--- src/rtl/mips_cpu_pc_sequencer_if.sv ---
`default_nettype none
// ============================================================================
//  Module      : mips_cpu_pc_sequencer_if
//  Description : Decoder/ALU <-> PC sequencer bundle. The master side presents
//                the executing instruction's control and operands; the slave
//                side (the sequencer) returns the PC and its status flags.
//  Revision    : 1.0 - initial release
// ============================================================================
interface mips_cpu_pc_sequencer_if #(
  parameter int ADDR_W = 32
);
  logic              instr_valid;
  logic              stall;
  logic [1:0]        pc_sel;
  logic              is_true;
  logic [31:0]       extended_imm;
  logic [25:0]       j_addr;
  logic [ADDR_W-1:0] reg_data_a;
  logic [ADDR_W-1:0] pc;
  logic [ADDR_W-1:0] link_pc;
  logic              in_delay_slot;
  logic              active;
  logic              addr_err;

  modport master (
    output instr_valid, stall, pc_sel, is_true, extended_imm, j_addr, reg_data_a,
    input  pc, link_pc, in_delay_slot, active, addr_err
  );

  modport slave (
    input  instr_valid, stall, pc_sel, is_true, extended_imm, j_addr, reg_data_a,
    output pc, link_pc, in_delay_slot, active, addr_err
  );
endinterface
`default_nettype wire

--- src/rtl/mips_cpu_pc_sequencer.sv ---
`default_nettype none
// ============================================================================
//  Module      : mips_cpu_pc_sequencer
//  Description : Registered MIPS program counter. Computes increment, branch,
//                jump and jump-register targets, implements the single branch
//                delay slot through a pending-target register, honours fetch
//                stalls and halts permanently on a redirect to address 0.
//  Option      : PC_MISALIGN_EXC_EN - a misaligned JR target is replaced by
//                EXC_VECTOR and addr_err pulses when it reaches the PC.
//                Without it the JR target is word-aligned and addr_err is 0.
//  Revision    : 1.0 - initial release
// ============================================================================
module mips_cpu_pc_sequencer #(
  parameter int                ADDR_W       = 32,
  parameter logic [ADDR_W-1:0] RESET_VECTOR = 32'hBFC00000,
  parameter logic [ADDR_W-1:0] EXC_VECTOR   = 32'hBFC00380,
  parameter int                BR_OFF_W     = 18
) (
  input  wire logic                 clk,
  input  wire logic                 reset_n,
  mips_cpu_pc_sequencer_if.slave    bus
);

  typedef enum logic [1:0] {
    ST_RUN   = 2'd0,
    ST_DELAY = 2'd1,
    ST_HALT  = 2'd2
  } state_t;

  localparam logic [1:0] SEL_INC    = 2'b00;
  localparam logic [1:0] SEL_BRANCH = 2'b01;
  localparam logic [1:0] SEL_JUMP   = 2'b10;
  localparam logic [1:0] SEL_JR     = 2'b11;

  state_t            state, state_nx;
  logic [ADDR_W-1:0] pc_q, pc_nx;
  logic [ADDR_W-1:0] pend_q, pend_nx;
  logic              pend_exc_q, pend_exc_nx;
  logic              err_q, err_nx;

  logic              advance;
  logic [ADDR_W-1:0] pc4;
  logic [ADDR_W-1:0] br_off;
  logic [ADDR_W-1:0] br_tgt;
  logic [ADDR_W-1:0] j_tgt;
  logic [ADDR_W-1:0] jr_tgt;
  logic              jr_misalign;
  logic [ADDR_W-1:0] tgt;
  logic              tgt_exc;
  logic              redirect;

  // The halted state swallows every instruction, so it gates advance directly.
  assign advance = bus.instr_valid & ~bus.stall & (state != ST_HALT);
  assign pc4     = pc_q + ADDR_W'(4);

  // Branch offset: only the low BR_OFF_W bits of (imm << 2) count, sign-extended.
  assign br_off = {{(ADDR_W-BR_OFF_W){bus.extended_imm[BR_OFF_W-3]}},
                   bus.extended_imm[BR_OFF_W-3:0], 2'b00};
  assign br_tgt = pc4 + br_off;

  // The immediate bits above the branch offset window never reach the PC.
  logic unused_imm_bits;
  assign unused_imm_bits = ^bus.extended_imm[31:BR_OFF_W-2];

  generate
    if (ADDR_W > 28) begin : g_jump_segment
      assign j_tgt = {pc4[ADDR_W-1:28], bus.j_addr, 2'b00};
    end else begin : g_jump_flat
      assign j_tgt = {bus.j_addr, 2'b00};
    end
  endgenerate

`ifdef PC_MISALIGN_EXC_EN
  assign jr_misalign = |bus.reg_data_a[1:0];
  assign jr_tgt      = jr_misalign ? EXC_VECTOR : bus.reg_data_a;
`else
  assign jr_misalign = 1'b0;
  assign jr_tgt      = {bus.reg_data_a[ADDR_W-1:2], 2'b00};

  logic unused_cfg_bits;
  assign unused_cfg_bits = ^{bus.reg_data_a[1:0], EXC_VECTOR};
`endif

  // Select the redirect target for the instruction at pc and decide if it is taken.
  always_comb begin
    redirect = 1'b0;
    tgt      = pc4;
    tgt_exc  = 1'b0;
    case (bus.pc_sel)
      SEL_BRANCH: begin
        redirect = bus.is_true;
        tgt      = br_tgt;
      end
      SEL_JUMP: begin
        redirect = 1'b1;
        tgt      = j_tgt;
      end
      SEL_JR: begin
        redirect = 1'b1;
        tgt      = jr_tgt;
        tgt_exc  = jr_misalign;
      end
      default: begin
        redirect = 1'b0;
      end
    endcase
  end

  // Next-state logic: a taken redirect first steps into the delay slot, and the
  // slot's own control-flow request is dropped when the pending target is used.
  always_comb begin
    state_nx    = state;
    pc_nx       = pc_q;
    pend_nx     = pend_q;
    pend_exc_nx = pend_exc_q;
    err_nx      = 1'b0;
    case (state)
      ST_RUN: begin
        if (advance) begin
          pc_nx = pc4;
          if (redirect) begin
            pend_nx     = tgt;
            pend_exc_nx = tgt_exc;
            state_nx    = ST_DELAY;
          end
        end
      end
      ST_DELAY: begin
        if (advance) begin
          pc_nx       = pend_q;
          err_nx      = pend_exc_q;
          pend_nx     = '0;
          pend_exc_nx = 1'b0;
          state_nx    = (pend_q == '0) ? ST_HALT : ST_RUN;
        end
      end
      ST_HALT: begin
        pc_nx = '0;
      end
      default: begin
        state_nx = ST_RUN;
      end
    endcase
  end

  // State, PC and pending-target registers; reset discards any pending redirect.
  always_ff @(posedge clk or negedge reset_n) begin
    if (!reset_n) begin
      state      <= ST_RUN;
      pc_q       <= RESET_VECTOR;
      pend_q     <= '0;
      pend_exc_q <= 1'b0;
      err_q      <= 1'b0;
    end else begin
      state      <= state_nx;
      pc_q       <= pc_nx;
      pend_q     <= pend_nx;
      pend_exc_q <= pend_exc_nx;
      err_q      <= err_nx;
    end
  end

  assign bus.pc            = pc_q;
  assign bus.link_pc       = pc_q + ADDR_W'(8);
  assign bus.in_delay_slot = (state == ST_DELAY);
  assign bus.active        = (state != ST_HALT);
  assign bus.addr_err      = err_q;

endmodule
`default_nettype wire
--- src/flat_wrapper.sv ---
// flat-port wrapper written by rule: the top's interface ports become plain ports
module mips_cpu_pc_sequencer_flat 
#(
  parameter int                ADDR_W       = 32,
  parameter logic [ADDR_W-1:0] RESET_VECTOR = 32'hBFC00000,
  parameter logic [ADDR_W-1:0] EXC_VECTOR   = 32'hBFC00380,
  parameter int                BR_OFF_W     = 18
)
  (clk, reset_n, bus_instr_valid, bus_stall, bus_pc_sel, bus_is_true, bus_extended_imm, bus_j_addr, bus_reg_data_a, bus_pc, bus_link_pc, bus_in_delay_slot, bus_active, bus_addr_err);
  mips_cpu_pc_sequencer_if #(.ADDR_W(ADDR_W)) bus_i ();
  input  wire logic clk;
  input  wire logic reset_n;
  input wire logic [$bits(bus_i.instr_valid)-1:0] bus_instr_valid;
  input wire logic [$bits(bus_i.stall)-1:0] bus_stall;
  input wire logic [$bits(bus_i.pc_sel)-1:0] bus_pc_sel;
  input wire logic [$bits(bus_i.is_true)-1:0] bus_is_true;
  input wire logic [$bits(bus_i.extended_imm)-1:0] bus_extended_imm;
  input wire logic [$bits(bus_i.j_addr)-1:0] bus_j_addr;
  input wire logic [$bits(bus_i.reg_data_a)-1:0] bus_reg_data_a;
  output wire logic [$bits(bus_i.pc)-1:0] bus_pc;
  output wire logic [$bits(bus_i.link_pc)-1:0] bus_link_pc;
  output wire logic [$bits(bus_i.in_delay_slot)-1:0] bus_in_delay_slot;
  output wire logic [$bits(bus_i.active)-1:0] bus_active;
  output wire logic [$bits(bus_i.addr_err)-1:0] bus_addr_err;
  assign bus_i.instr_valid = bus_instr_valid;
  assign bus_i.stall = bus_stall;
  assign bus_i.pc_sel = bus_pc_sel;
  assign bus_i.is_true = bus_is_true;
  assign bus_i.extended_imm = bus_extended_imm;
  assign bus_i.j_addr = bus_j_addr;
  assign bus_i.reg_data_a = bus_reg_data_a;
  assign bus_pc = bus_i.pc;
  assign bus_link_pc = bus_i.link_pc;
  assign bus_in_delay_slot = bus_i.in_delay_slot;
  assign bus_active = bus_i.active;
  assign bus_addr_err = bus_i.addr_err;
  mips_cpu_pc_sequencer #(.ADDR_W(ADDR_W), .RESET_VECTOR(RESET_VECTOR), .EXC_VECTOR(EXC_VECTOR), .BR_OFF_W(BR_OFF_W)) u_core (.clk(clk), .reset_n(reset_n), .bus(bus_i));
endmodule
--- config.mk ---
export PLATFORM = sky130hd
export DESIGN_NAME = mips_cpu_pc_sequencer_flat
export DESIGN_NICKNAME = d
export VERILOG_FILES = /design/src/rtl/mips_cpu_pc_sequencer_if.sv /design/src/rtl/mips_cpu_pc_sequencer.sv /design/src/flat_wrapper.sv
export SDC_FILE = /design/constraint.sdc
export NUM_CORES = 1
export LEC_CHECK = 0
export CORE_MARGIN = 3
export CORE_UTILIZATION = 55
export CTS_CLUSTER_SIZE = 25
export DETAILED_ROUTE_END_ITERATION = 7
export PLACE_DENSITY = 0.86
export REMOVE_ABC_BUFFERS = 1
export SLEW_MARGIN = 20
export SYNTH_ARGS = -nofsm -noshare
export SYNTH_HDL_FRONTEND = slang
export SYNTH_SLANG_ARGS = --single-unit
export TNS_END_PERCENT = 10
--- constraint.sdc ---
create_clock -name clk -period 5.5 [get_ports clk]
set_input_delay 1.1 -clock clk [delete_from_list [all_inputs] [get_ports clk]]
set_output_delay 1.1 -clock clk [all_outputs]
set_load 0.03 [all_outputs]
## Word-level counts from Yosys, hierarchy flattened

Index checks and enable logic that the tools add are counted.

| storage, ports and cells | value |
|---|---|
| output and inout port bits | 67 |
| flip-flop bits (word level) | 68 |
| bits in latches | 0 |
| RAM bits | 0 |
| input bits | 97 |
| memory bits (read-only) | 0 |
| word-level logic and storage cells | 49 |
| memories kept | 0 |

| cells by class | value |
|---|---|
| reductions and logical operators | 8 |
| $add $sub $neg | 3 |
| $lt $le $gt $ge | 0 |
| equal/unequal tests | 9 |
| muxes and demuxes | 20 |
| shift-type cells | 0 |
| multipliers | 0 |
| div/mod/pow operators | 0 |
| bitwise logic cells | 4 |

Operators with widths:

| operator | count |
|---|---|
| 32-bit one-hot mux with 3 select lines | 2 |
| 32-bit two-way mux | 5 |
| 32-bit one-hot mux with 2 select lines | 1 |
| 32-bit by 3-bit adder with 32-bit output, second input constant | 1 |
| 32-bit adder | 1 |
| 32-bit by 4-bit adder with 32-bit output, second input constant | 1 |
| 32-bit logical NOT | 1 |
| 2-bit two-way mux | 4 |
| 4-bit AND reduction | 2 |
| 2-bit == test, second input constant | 3 |
| 2-bit by 1-bit != test with 1-bit output, second input constant | 3 |
| 2-bit one-hot mux with 3 select lines | 1 |
| 1-bit two-way mux | 5 |
| 2-bit by 1-bit == test with 1-bit output, second input constant | 2 |
| 1-bit one-hot mux with 2 select lines | 2 |
| 3-bit AND reduction | 1 |
| 3-bit nonzero test | 1 |
| 1-bit AND | 2 |
| 2-bit logical NOT | 1 |
| 2-bit != test, second input constant | 1 |
| 1-bit inverter | 2 |
| 2-bit nonzero test | 1 |
| 2-bit OR reduction | 1 |

## Longest topological paths before layout

Gate-level depths: netlist of the first run.

| depth | value |
|---|---|
| depth in word-level cells | 6 |
| gate-level depth with buffers | 17 |
| mapped depth without buffers | 16 |

## Least setup slack after synthesis of the first run

Ideal clock, no wire load.

| timing path | value |
|---|---|
| path kind | flip-flop to flip-flop |
| start point | reg u_core.pc_q[3] (netlist: u_core.bus.pc[3]) |
| end point | reg u_core.pend_q[31] |
| buffers on the path | 2 |
| arrival time | 3.879 ns |
| slack | 1.540 ns |
| data required time | 5.420 ns |
| cell stages (with the launch flop) | 17 |
| path through | dfrtp_1 -> ha_1 -> inv_1 -> or4_1 -> clkbuf_1 -> nor2_1 -> xor2_1 -> ha_1 -> clkbuf_1 -> nand2_1 -> o21ai_1 -> or3b_1 -> and3_1 -> a211oi_1 -> o21ai_0 -> a32o_1 -> nor3_2 |

| on the way | value |
|---|---|
| cells in the longest elaborated chain, start to end | 6 |

Ends and longest elaborated chain:

| item | RTL line | source |
|---|---|---|
| start, declared | mips_cpu_pc_sequencer.sv:36 | `logic [ADDR_W-1:0] pc_q, pc_nx;` |
| start signal, assigned | mips_cpu_pc_sequencer.sv:156 | `pc_q <= pc_nx;` |
| 32-bit by 3-bit adder with 32-bit output * | mips_cpu_pc_sequencer.sv:54 | `assign pc4 = pc_q + ADDR_W'(4);` |
| 32-bit adder | mips_cpu_pc_sequencer.sv:59 | `assign br_tgt = pc4 + br_off;` |
| 32-bit one-hot mux with 3 select lines * | mips_cpu_pc_sequencer.sv:89 | `case (bus.pc_sel)` |
| 32-bit two-way mux * | mips_cpu_pc_sequencer.sv:121 | `if (redirect) begin` |
| 32-bit two-way mux * | mips_cpu_pc_sequencer.sv:119 | `if (advance) begin` |
| 32-bit one-hot mux with 2 select lines * | mips_cpu_pc_sequencer.sv:117 | `case (state)` |
| end signal, assigned | mips_cpu_pc_sequencer.sv:157 | `pend_q <= pend_nx;` |
| end, declared | mips_cpu_pc_sequencer.sv:37 | `logic [ADDR_W-1:0] pend_q, pend_nx;` |

Mark *: on every way between the ends. The rest lies on a longest branch, timed or not. The select of a mux whose other input is x is not followed.
A chain may end at the register's enable or synchronous reset.

## Worst setup path in the final report of the first run

| timing path | value |
|---|---|
| start point | reg u_core.pc_q[2] (netlist: u_core.bus.pc[2]) |
| end point | reg u_core.pend_q[31] |

Same word-level chain as after synthesis.

==> results of run 1 <==
## metrics by stage
stage | area [sq um] | utilization | instances
final | 8148 | 0.7323 | 1047
after global routing | 8148 | 0.7323 | 1047
after CTS | 8148 | 0.7323 | 1047
after detailed placement | 7839 | 0.7046 | 1031
after global placement | 7839 | 0.7046 | 1031
after floorplan | 6176 | - | 740
## state kept, by name (all words and copies together), names as in the netlist
name and count:
u_core.pend_q 32, u_core.state 2, u_core.bus.pc 32
## routing by layer
metal	track usage	up-vias
li1	-	3138
met1	0.4645	3205
met2	0.5363	456
met3	0.05867	67
met4	0.1243	0
met5	0	-
## worst max-delay path, cell delays in order, from the launching register on
cell	delay, ns
dfrtp_1	0.67
ha_1	0.33
inv_1	0.14
or4_1	0.70
nor2_1	0.18
xor2_1	0.40
ha_1	0.35
nand2_1	0.13
o21ai_1	0.22
or3b_1	0.36
and3_1	0.19
a211oi_1	0.38
o21ai_0	0.21
a32o_1	0.27
nor3_2	0.16
## cell type report
class                           count  share of cell area
Clock inverter                      2            0.004300
Multi-Input combinational cell    653              0.5447
Sequential cell                    66              0.2041
Tap cell                          140             0.02150
Clock buffer                       14             0.03363
Inverter                           21            0.009674
Timing Repair Buffer              151              0.1821
## cell families (layout without fill, tap and decap cells)
kind of cell	Yosys count	in the layout	synth area share
buf+inv	84	188	0.05379
xor+xnor	71	71	0.09767
simple gates	269	269	0.2161
fa+ha+maj	39	39	0.07689
mux	34	34	0.05728
flops	66	66	0.2581
other cells	1	1	0.0005820
compound gates	239	239	0.2396
## synthesized netlist by cell type, types with 3 or more instances
master,n,share of area
a21o_1,24,0.028
or4_1,4,0.0047
nor2b_1,8,0.0078
a211oi_1,8,0.0093
dfstp_2,9,0.037
a31oi_1,8,0.0078
nand4_1,15,0.015
mux2_2,3,0.0052
a221oi_1,9,0.012
nor2_1,62,0.036
or3_1,7,0.0068
or2_2,4,0.0039
xnor2_1,38,0.052
a22o_1,14,0.019
nor4b_1,3,0.0041
and4_1,4,0.0054
nand2_1,63,0.037
or2_1,3,0.0029
a21oi_1,64,0.050
nand2b_1,5,0.0049
ha_1,38,0.074
mux2i_1,29,0.045
a2111oi_0,3,0.0041
and3_1,8,0.0078
inv_1,19,0.011
buf_4,4,0.0047
o21ai_1,11,0.0085
and2_1,4,0.0039
clkbuf_1,44,0.026
nor4_1,13,0.013
nand3_1,29,0.023
a22oi_1,28,0.033
o31ai_1,5,0.0058
buf_2,12,0.0093
o21ai_0,42,0.033
o21a_1,6,0.0070
nor3_1,25,0.019
xor2_1,32,0.043
dfrtp_1,57,0.22
## path summary, 6_finish.rpt
check | startpoint | end | slack (ns)
hold / removal | u_core.pend_q[18]$_DFFE_PN0P_ | u_core.pend_q[18]$_DFFE_PN0P_ | 0.53
setup reg to reg | u_core.bus.pc[2]$_DFFE_PN0P_ | u_core.pend_q[31]$_DFFE_PN0P_ | 0.73
min in group asynchronous | reset_n | u_core.bus.pc[30]$_DFFE_PN0P_ | 0.95
setup / recovery | u_core.bus.pc[2]$_DFFE_PN0P_ | u_core.pend_q[31]$_DFFE_PN0P_ | 0.73
hold reg to reg | u_core.pend_q[18]$_DFFE_PN0P_ | u_core.pend_q[18]$_DFFE_PN0P_ | 0.53
max in group asynchronous | reset_n | u_core.bus.pc[16]$_DFFE_PN0P_ | 3.96
## where the power goes
group / leakage, uW / switching [uW] / total (uW) / internal [uW]
Sequential: 0.000884 / 0 / 486 / 486
Combinational: 0.00256 / 82.4 / 167 / 84.4
Clock: 0.000153 / 211 / 599 / 388
Total: 0.00360 / 294 / 1250 / 958
==> impl_metrics.csv, run 1 <==
group,metric,value,unit
sta,fin_setup_tns,0,ns
sta,finalHoldViolations,0,
floorplanning,core,0.01113,sq mm
synth,synth_cell_type_count,71,
pwr,powerDensity,153.7,mW/mm^2
drt,viasPerCell,6.558,
cells_and_area,drive_above_1_share,0.05402,
synth,synth-seq-cells,66,
drt,wl_per_cell,21.52,um
placement,dp_hpwl,16.93,mm
hold_path,hp-class,"flip-flop to flip-flop",
sta,final_max_slew_viol_count,0,
pwr,p_leak,0.003598,uW
floorplanning,rows,38,
clock_network,hold_buffers,0,
placement,routabilityCongestion,0.9313,
pwr,finalPower,1252,uW
synth,seq_area_frac_synth,0.2581,
cells_and_area,diodes,0,
status,status,"finished with violations",
cells_and_area,seqCellArea,0.001663,sq mm
placement,port_buffers,144,
sta,slew_headroom,0.2898,
worst_setup_path,required,5.76,ns
worst_setup_path,worstPathMaxFanout,11,
clock_network,cts_resized,0,
synth,syn_area,0.006444,sq mm
grt,grt_max_degree,67,
cells_and_area,fillers,843,
sta,hold_ws,0.5266,ns
floorplanning,die_w,114.2,um
worst_setup_path,start_kind,"flip-flop",
worst_setup_path,cp.arrival,5.03,ns
clock_network,max-clock-path-buffers,2,
drt,maxUsedRoutingLayer,"met4",
drt,antenna_left,0,
cells_and_area,final_nets,1038,
drt,num_vias,6866,
grt,grt_pass1_vias,6426,
floorplanning,ios,164,
sta,rsz0062_at_grt,"no",
sta,setup_viol,0,
cells_and_area,multiInputGateArea,0.004438,sq mm
drt,dr_wl_met3,2.487,mm
grt,antenna_found_initial,0,
grt,grt-ovfl-total,0,
drt,drc_errors,6,
sta,fin_ws,0.7280,ns
pwr,vdd_drop_max,0.0001517,V
drt,route.met2.wl,10.31,mm
worst_setup_path,endpoint_kind,"flip-flop",
status,violations,"design-rule violations",
clock_network,cts_tree,"done",
cells_and_area,final_common_cell,"clkdlybuf4s50_1",
drt,first_pass_iters,8,
synth,syn_inst,803,
cells_and_area,area_growth,26.45,%
hold_path,whs_path_depth,1,
synth,ys_async_sr_fraction,1.000,
sta,clock.fmax,0.2096,GHz
clock_network,root_buffer,"clkbuf_16",
clock_network,post_cts_buffers,0,
sta,fin_crit,4.772,ns
clock_network,worst_skew_pair.late_latency,0.33,ns
floorplanning,start_util,0.5792,
drt,m1WireLength,9.061,mm
synth,yosysWarningCount,0,
worst_setup_path,reg2reg_depth,14,
grt,grt_pass1_wl,34.56,mm
sta,skew,0.009180,ns
drt,drt_iter0_drc,976,
synth,syn_avg_cell_area,8.025,sq um
synth,yosys_most_used_dff,"dfrtp_1",
clock_network,clock-sinks,66,
synth,synth_edf_count,0,
worst_setup_path,criticalPathCategory,"flip-flop to flip-flop",
sta,fin_crit_sh,0.8676,
floorplanning,dieHeight,114.2,um
clock_network,cts.reportedPaths.clkPinSlew,0.06,ns
drt,finalWirelength,22.53,mm
grt,track_usage,0.3383,
sta,tightest_slew,1.056,ns
run,maxCapViolations,0,
floorplanning,die_area,0.01305,sq mm
placement,post-place-ws,0.9266,ns
cells_and_area,final_cell_mix,"clkdlybuf4s50_1 (142), nand2_1 (63), a21oi_1 (63)",
clock_network,htreeDepth,3,
clock_network,numCtsBuffers,9,
No activity file was read; power rests on OpenSTA's default activity.
==> run 2: changes to the inputs <==
--- a/config.mk
+++ b/config.mk
@@ -5,7 +5,6 @@
 export SDC_FILE = /design/constraint.sdc
 export NUM_CORES = 1
 export LEC_CHECK = 0
-export CORE_MARGIN = 3
 export CORE_UTILIZATION = 55
 export CTS_CLUSTER_SIZE = 25
 export DETAILED_ROUTE_END_ITERATION = 7
==> run 2 against run 1 <==
The flow now finishes without violations. Clock skew shrank 0.0017 ns. Design area shrank 0.17%. Non-clock buffer count shrank 1. Critical endpoint unchanged. Largest cell class unchanged. Largest power group unchanged.
==> impl_metrics.csv, run 2 (synthesis gave the netlist of run 1 again) <==
group,metric,value,unit
grt,busiest_layer,"met2",
drt,first_pass_iters,7,
grt,grt-ovfl-total,0,
floorplanning,rows,39,
clock_network,hold_buffers,0,
sta,fin_setup_tns,0,ns
grt,met2_usage,0.5257,
cells_and_area,final_common_cell,"clkdlybuf4s50_1",
floorplanning,start_util,0.5643,
grt,grt_pass1_vias,6011,
worst_setup_path,rrSetupSlack,0.79,ns
grt,track_usage,0.3437,
placement,port_buffers,144,
worst_setup_path,worstPathMaxFanout,11,
sta,hold_ws,0.5250,ns
pwr,p_leak,0.003587,uW
sta,fin_crit_sh,0.8570,
drt,num_vias,6829,
clock_network,numCtsBuffers,9,
drt,drc_errors,0,
sta,rsz0062_at_grt,"no",
worst_setup_path,start_kind,"flip-flop",
drt,antenna_left,0,
worst_setup_path,reg2reg_depth,14,
grt,met1_usage,0.4868,
placement,routabilityCongestion,0.9401,
floorplanning,core,0.01142,sq mm
clock_network,cts_tree,"done",
worst_setup_path,criticalPathCategory,"flip-flop to flip-flop",
sta,skew,0.007466,ns
sta,slew_headroom,0.3292,
clock_network,root_buffer,"clkbuf_16",
sta,setup_viol,0,
run,maxCapViolations,0,
drt,wl_per_cell,19.55,um
hold_path,hold_start,"u_core.pend_q[18]$_DFFE_PN0P_",
hold_path,hp-class,"flip-flop to flip-flop",
cells_and_area,fillers,933,
worst_setup_path,required,5.76,ns
status,status,"finished, final reports clean",
drt,drt_iter0_drc,768,
sta,tightest_slew,1.002,ns
cells_and_area,final_util,0.7124,
grt,antenna_found_initial,0,
grt,grt_pass1_wl,31.34,mm
sta,final_max_slew_viol_count,0,
sta,fin_crit,4.713,ns
clock_network,worst_skew_pair.late_latency,0.34,ns
pwr,powerDensity,150.8,mW/mm^2
worst_setup_path,cp.arrival,4.97,ns
placement,dp_hpwl,15.50,mm
drt,finalWirelength,20.50,mm
hold_path,whs_path_depth,1,
drt,viasPerCell,6.510,
clock_network,htreeDepth,3,
clock_network,clock-sinks,66,
clock_network,post_cts_buffers,0,
hold_path,min_to,"u_core.pend_q[18]$_DFFE_PN0P_",
floorplanning,ios,164,
grt,grt_max_degree,67,
worst_setup_path,rr_endpoint,"u_core.pend_q[31]$_DFFE_PN0P_",
grt,use_met3,0.04174,
cells_and_area,diodes,0,
floorplanning,die_area,0.01215,sq mm
pwr,vdd_drop_max,0.0001923,V
cells_and_area,final_nets,1037,
cells_and_area,area_growth,26.23,%
worst_setup_path,endpoint_kind,"flip-flop",
cells_and_area,drive_above_1_share,0.05188,
cells_and_area,final_cell_mix,"clkdlybuf4s50_1 (142), nand2_1 (63), a21oi_1 (63)",
clock_network,cts.reportedPaths.clkPinSlew,0.05,ns
worst_setup_path,rr_startpoint,"u_core.bus.pc[2]$_DFFE_PN0P_",
floorplanning,die_w,110.2,um
clock_network,max-clock-path-buffers,2,
sta,finalHoldViolations,0,
floorplanning,dieHeight,110.2,um
clock_network,cts_resized,0,
sta,clock.fmax,0.2122,GHz
## run 2: worst max-delay path, cell delays in order, from the launching register on
cell and delay (ns):
dfrtp_1 0.66, ha_1 0.33, inv_1 0.12, or4_1 0.69, nor2_1 0.19, xor2_1 0.42, ha_1 0.33, nand2_1 0.12
o21ai_1 0.18, or3b_1 0.35, and3_1 0.19, a211oi_1 0.38, o21ai_0 0.22, a32o_1 0.28, nor3_2 0.17
## run 2: stage by stage
step	total power (uW)	instances	instance area (sq um)	setup slack, ns
after floorplan	559.8	740	6176	1.331
after global placement	654.8	1033	7835	1.032
after detailed placement	656.4	1033	7835	0.9505
after CTS	1223	1049	8134	0.9023
after global routing	1260	1049	8134	0.6229
final	1227	1049	8134	0.7866
## run 2: cell type report
class	instances	area, sq um	share of cell area
Clock buffer	14	264.0	0.03246
Clock inverter	2	35.03	0.004307
Inverter	21	78.83	0.009691
Multi-Input combinational cell	653	4438	0.5456
Sequential cell	66	1663	0.2044
Tap cell	143	178.9	0.02200
Timing Repair Buffer	150	1476	0.1815
## run 2: worst max-delay path by stage
| stage | from | depth (start not counted) | to |
|---|---|---|---|
| finish | u_core.bus.pc[2]$_DFFE_PN0P_ | 14 | u_core.pend_q[31]$_DFFE_PN0P_ |
| global placement | u_core.bus.pc[2]$_DFFE_PN0P_ | 14 | u_core.pend_q[31]$_DFFE_PN0P_ |
| detailed placement | u_core.bus.pc[2]$_DFFE_PN0P_ | 14 | u_core.pend_q[31]$_DFFE_PN0P_ |
| global route | u_core.bus.pc[2]$_DFFE_PN0P_ | 14 | u_core.pend_q[31]$_DFFE_PN0P_ |
| CTS | u_core.bus.pc[2]$_DFFE_PN0P_ | 14 | u_core.pend_q[31]$_DFFE_PN0P_ |
| floorplan | u_core.bus.pc[2]$_DFFE_PN0P_ | 14 | u_core.pend_q[31]$_DFFE_PN0P_ |
## run 2: per-layer routing
layer / wire length, um / share of wire / up-vias
met4: 721 / 0.035 / 0
met1: 8557 / 0.42 / 3214
li1: - / - / 3142
met2: 9194 / 0.45 / 416
met5: 0 / 0 / -
met3: 2031 / 0.099 / 57
## run 2: where the power goes
group / switching [uW] / internal [uW]
registers: 0 / 486
clock network: 201 / 375
logic: 80.7 / 83.6
==> run 3: changes to the inputs <==
--- a/config.mk
+++ b/config.mk
@@ -5,6 +5,7 @@
 export SDC_FILE = /design/constraint.sdc
 export NUM_CORES = 1
 export LEC_CHECK = 0
+export CORE_MARGIN = 2
 export CORE_UTILIZATION = 55
 export CTS_CLUSTER_SIZE = 25
 export DETAILED_ROUTE_END_ITERATION = 7
==> run 3 against run 2 <==
Clock skew shrank 0.0013 ns. Sequential share of layout area is 0.22 points lower. Non-clock buffer count grew 3. Flip-flop and latch count stayed put. Register-to-register slack got worse by 0.07 ns. Setup slack worse by 0.067 ns. Fmax fell by 1.4%. Power rose by 11%. Worst hold slack improved by 0.0031 ns. Clock power increased by 23%. Critical path type unchanged. Highest routed layer unchanged.
==> impl_metrics.csv, run 3 (synthesis gave the netlist of run 1 again) <==
group,metric,value,unit
status,status,"finished, final reports clean",
drt,num_vias,6734,
worst_setup_path,rr_startpoint,"u_core.bus.pc[2]$_DFFE_PN0P_",
grt,grt_max_degree,67,
pwr,vdd_drop_max,0.0002058,V
worst_setup_path,required,5.75,ns
pwr,finalPower,1360,uW
pwr,powerDensity,165.3,mW/mm^2
clock_network,cts_resized,0,
drt,finalWirelength,20.67,mm
worst_setup_path,crit_chain,"ha_1, inv_1, or4_1, nor2_1, xor2_1, ha_1, nand2_1, o21ai_1, or3b_1, and3_1, a211oi_1, o21ai_0, a32o_1, nor3_2",
worst_setup_path,crit_top_cell,"ha_1",
cells_and_area,final_common_cell,"clkdlybuf4s50_1",
hold_path,hold_start,"u_core.pend_q[0]$_DFFE_PN0P_",
pwr,combPwrFrac,0.121,
clock_network,max-clock-path-buffers,2,
drt,first_pass_iters,5,
sta,fin_ws,0.7198,ns
cells_and_area,diodes,0,
sta,rsz0062_at_grt,"no",
clock_network,post_cts_buffers,0,
pwr,netSwitchingFraction,0.2215,
drt,antenna_left,0,
pwr,p_leak,0.003630,uW
cells_and_area,drive_above_1_share,0.05831,
worst_setup_path,criticalPathCategory,"flip-flop to flip-flop",
sta,setup_viol,0,
floorplanning,die_area,0.01260,sq mm
placement,port_buffers,144,
run,maxCapViolations,0,
clock_network,worst_skew_pair.late_latency,0.33,ns
grt,grt_pass1_vias,6212,
grt,grt-ovfl-total,0,
pwr,p_switching,301.2,uW
worst_setup_path,slowest_delay,0.69,ns
clock_network,hold_buffers,0,
worst_setup_path,worstPathMaxFanout,11,
worst_setup_path,cpMaxStageDelayCell,"dfrtp_1",
hold_path,hp-class,"flip-flop to flip-flop",
worst_setup_path,cp.arrival,5.03,ns
floorplanning,dieHeight,112.2,um
placement,post-place-ws,0.9331,ns
worst_setup_path,crit_family,"simple AND/OR/NAND/NOR gates",
clock_network,cts_tree,"done",
clock_network,root_buffer,"clkbuf_16",
grt,antenna_found_initial,0,
floorplanning,rows,39,
sta,fin_crit_sh,0.8691,
cells_and_area,area_growth,27.63,%
worst_setup_path,crit_start,"u_core.bus.pc[2]$_DFFE_PN0P_",
drt,drc_errors,0,
sta,clock.fmax,0.2092,GHz
drt,viasPerCell,6.401,
sta,skew,0.006203,ns
sta,finalHoldViolations,0,
cells_and_area,final_nets,1040,
pwr,p_int,1059,uW
sta,tightest_slew,1.055,ns
pwr,p_seq_frac,0.357,
grt,track_usage,0.3272,
pwr,clockPowerShare,0.521,
grt,grt_pass1_wl,32.93,mm
placement,routabilityCongestion,0.9364,
floorplanning,core,0.01142,sq mm
placement,dp_hpwl,15.58,mm
floorplanning,ios,164,
clock_network,cts.reportedPaths.clkPinSlew,0.06,ns
sta,fin_setup_tns,0,ns
sta,slew_headroom,0.2939,
sta,final_max_slew_viol_count,0,
cells_and_area,final_cell_mix,"clkdlybuf4s50_1 (142), nand2_1 (63), a21oi_1 (63)",
clock_network,clock-sinks,66,
worst_setup_path,start_kind,"flip-flop",
floorplanning,start_util,0.5643,
clock_network,numCtsBuffers,9,
worst_setup_path,endpoint_kind,"flip-flop",
clock_network,htreeDepth,3,
worst_setup_path,path_buf_inv,1,
floorplanning,die_w,112.2,um
sta,fin_crit,4.780,ns
drt,drt_iter0_drc,702,
drt,wl_per_cell,19.65,um
run 3: cell types whose count changed in the layout (fill, tap and decap cells not counted), sizes merged:
cell	delta
clkbuf	-5
buf	+3
bufinv	+3
clkinv	+1
clkinvlp	+1
run 3: metal layers:
layer	vias up	wire length (um)	global-route usage
li1	3149	-	-
met1	3144	8822	0.4723
met2	396	9302	0.5044
met3	45	1969	0.04968
met4	0	578	0.1106
met5	-	0	0
run 3: cell type report:
class                           count  area [sq um]
Timing Repair Buffer              153          1499
Clock buffer                        9         225.2
Clock inverter                      7         141.4
Inverter                           21         78.83
Sequential cell                    66          1663
Multi-Input combinational cell    653          4438
Fill cell                         888          3194
Tap cell                          143         178.9
run 3: path summary, 6_finish.rpt:
path	cells after the start	endpoint	slack, ns
min reg2reg	2	u_core.pend_q[0]$_DFFE_PN0P_	0.53
max reg2reg	14	u_core.pend_q[31]$_DFFE_PN0P_	0.72
max in group asynchronous	2	u_core.bus.pc[9]$_DFFE_PN0P_	3.96
min in group asynchronous	2	u_core.bus.pc[30]$_DFFE_PN0P_	0.96
min	2	u_core.pend_q[0]$_DFFE_PN0P_	0.53
max	14	u_core.pend_q[31]$_DFFE_PN0P_	0.72
run 3: worst register-to-register path, cell delays in order (launching register included):
cell      delay (ns)
dfrtp_1         0.69
ha_1            0.33
inv_1           0.13
or4_1           0.69
nor2_1          0.18
xor2_1          0.43
ha_1            0.34
nand2_1         0.12
o21ai_1         0.16
or3b_1          0.34
and3_1          0.19
a211oi_1        0.41
o21ai_0         0.24
a32o_1          0.28
nor3_2          0.18
run 3: power by group through the flow:
stage / sequential [uW] / combinational (uW) / clock (uW)
final: 486 / 165 / 709
after global routing: 486 / 178 / 731
after CTS: 486 / 163 / 707
after detailed placement: 495 / 163 / 0
after global placement: 495 / 161 / 0
after floorplan: 495 / 65.2 / 0
run 3: stage by stage:
stage	area, sq um	hold slack [ns]	cells	util
2_1_floorplan	6176	0.4630	740	-
3_3_place_gp	7858	0.5030	1036	0.6881
3_5_place_dp	7858	0.5133	1036	0.6881
4_1_cts	8224	0.5287	1052	0.7203
5_1_grt	8224	0.5535	1052	0.7203
6_report	8224	0.5282	1052	0.7203
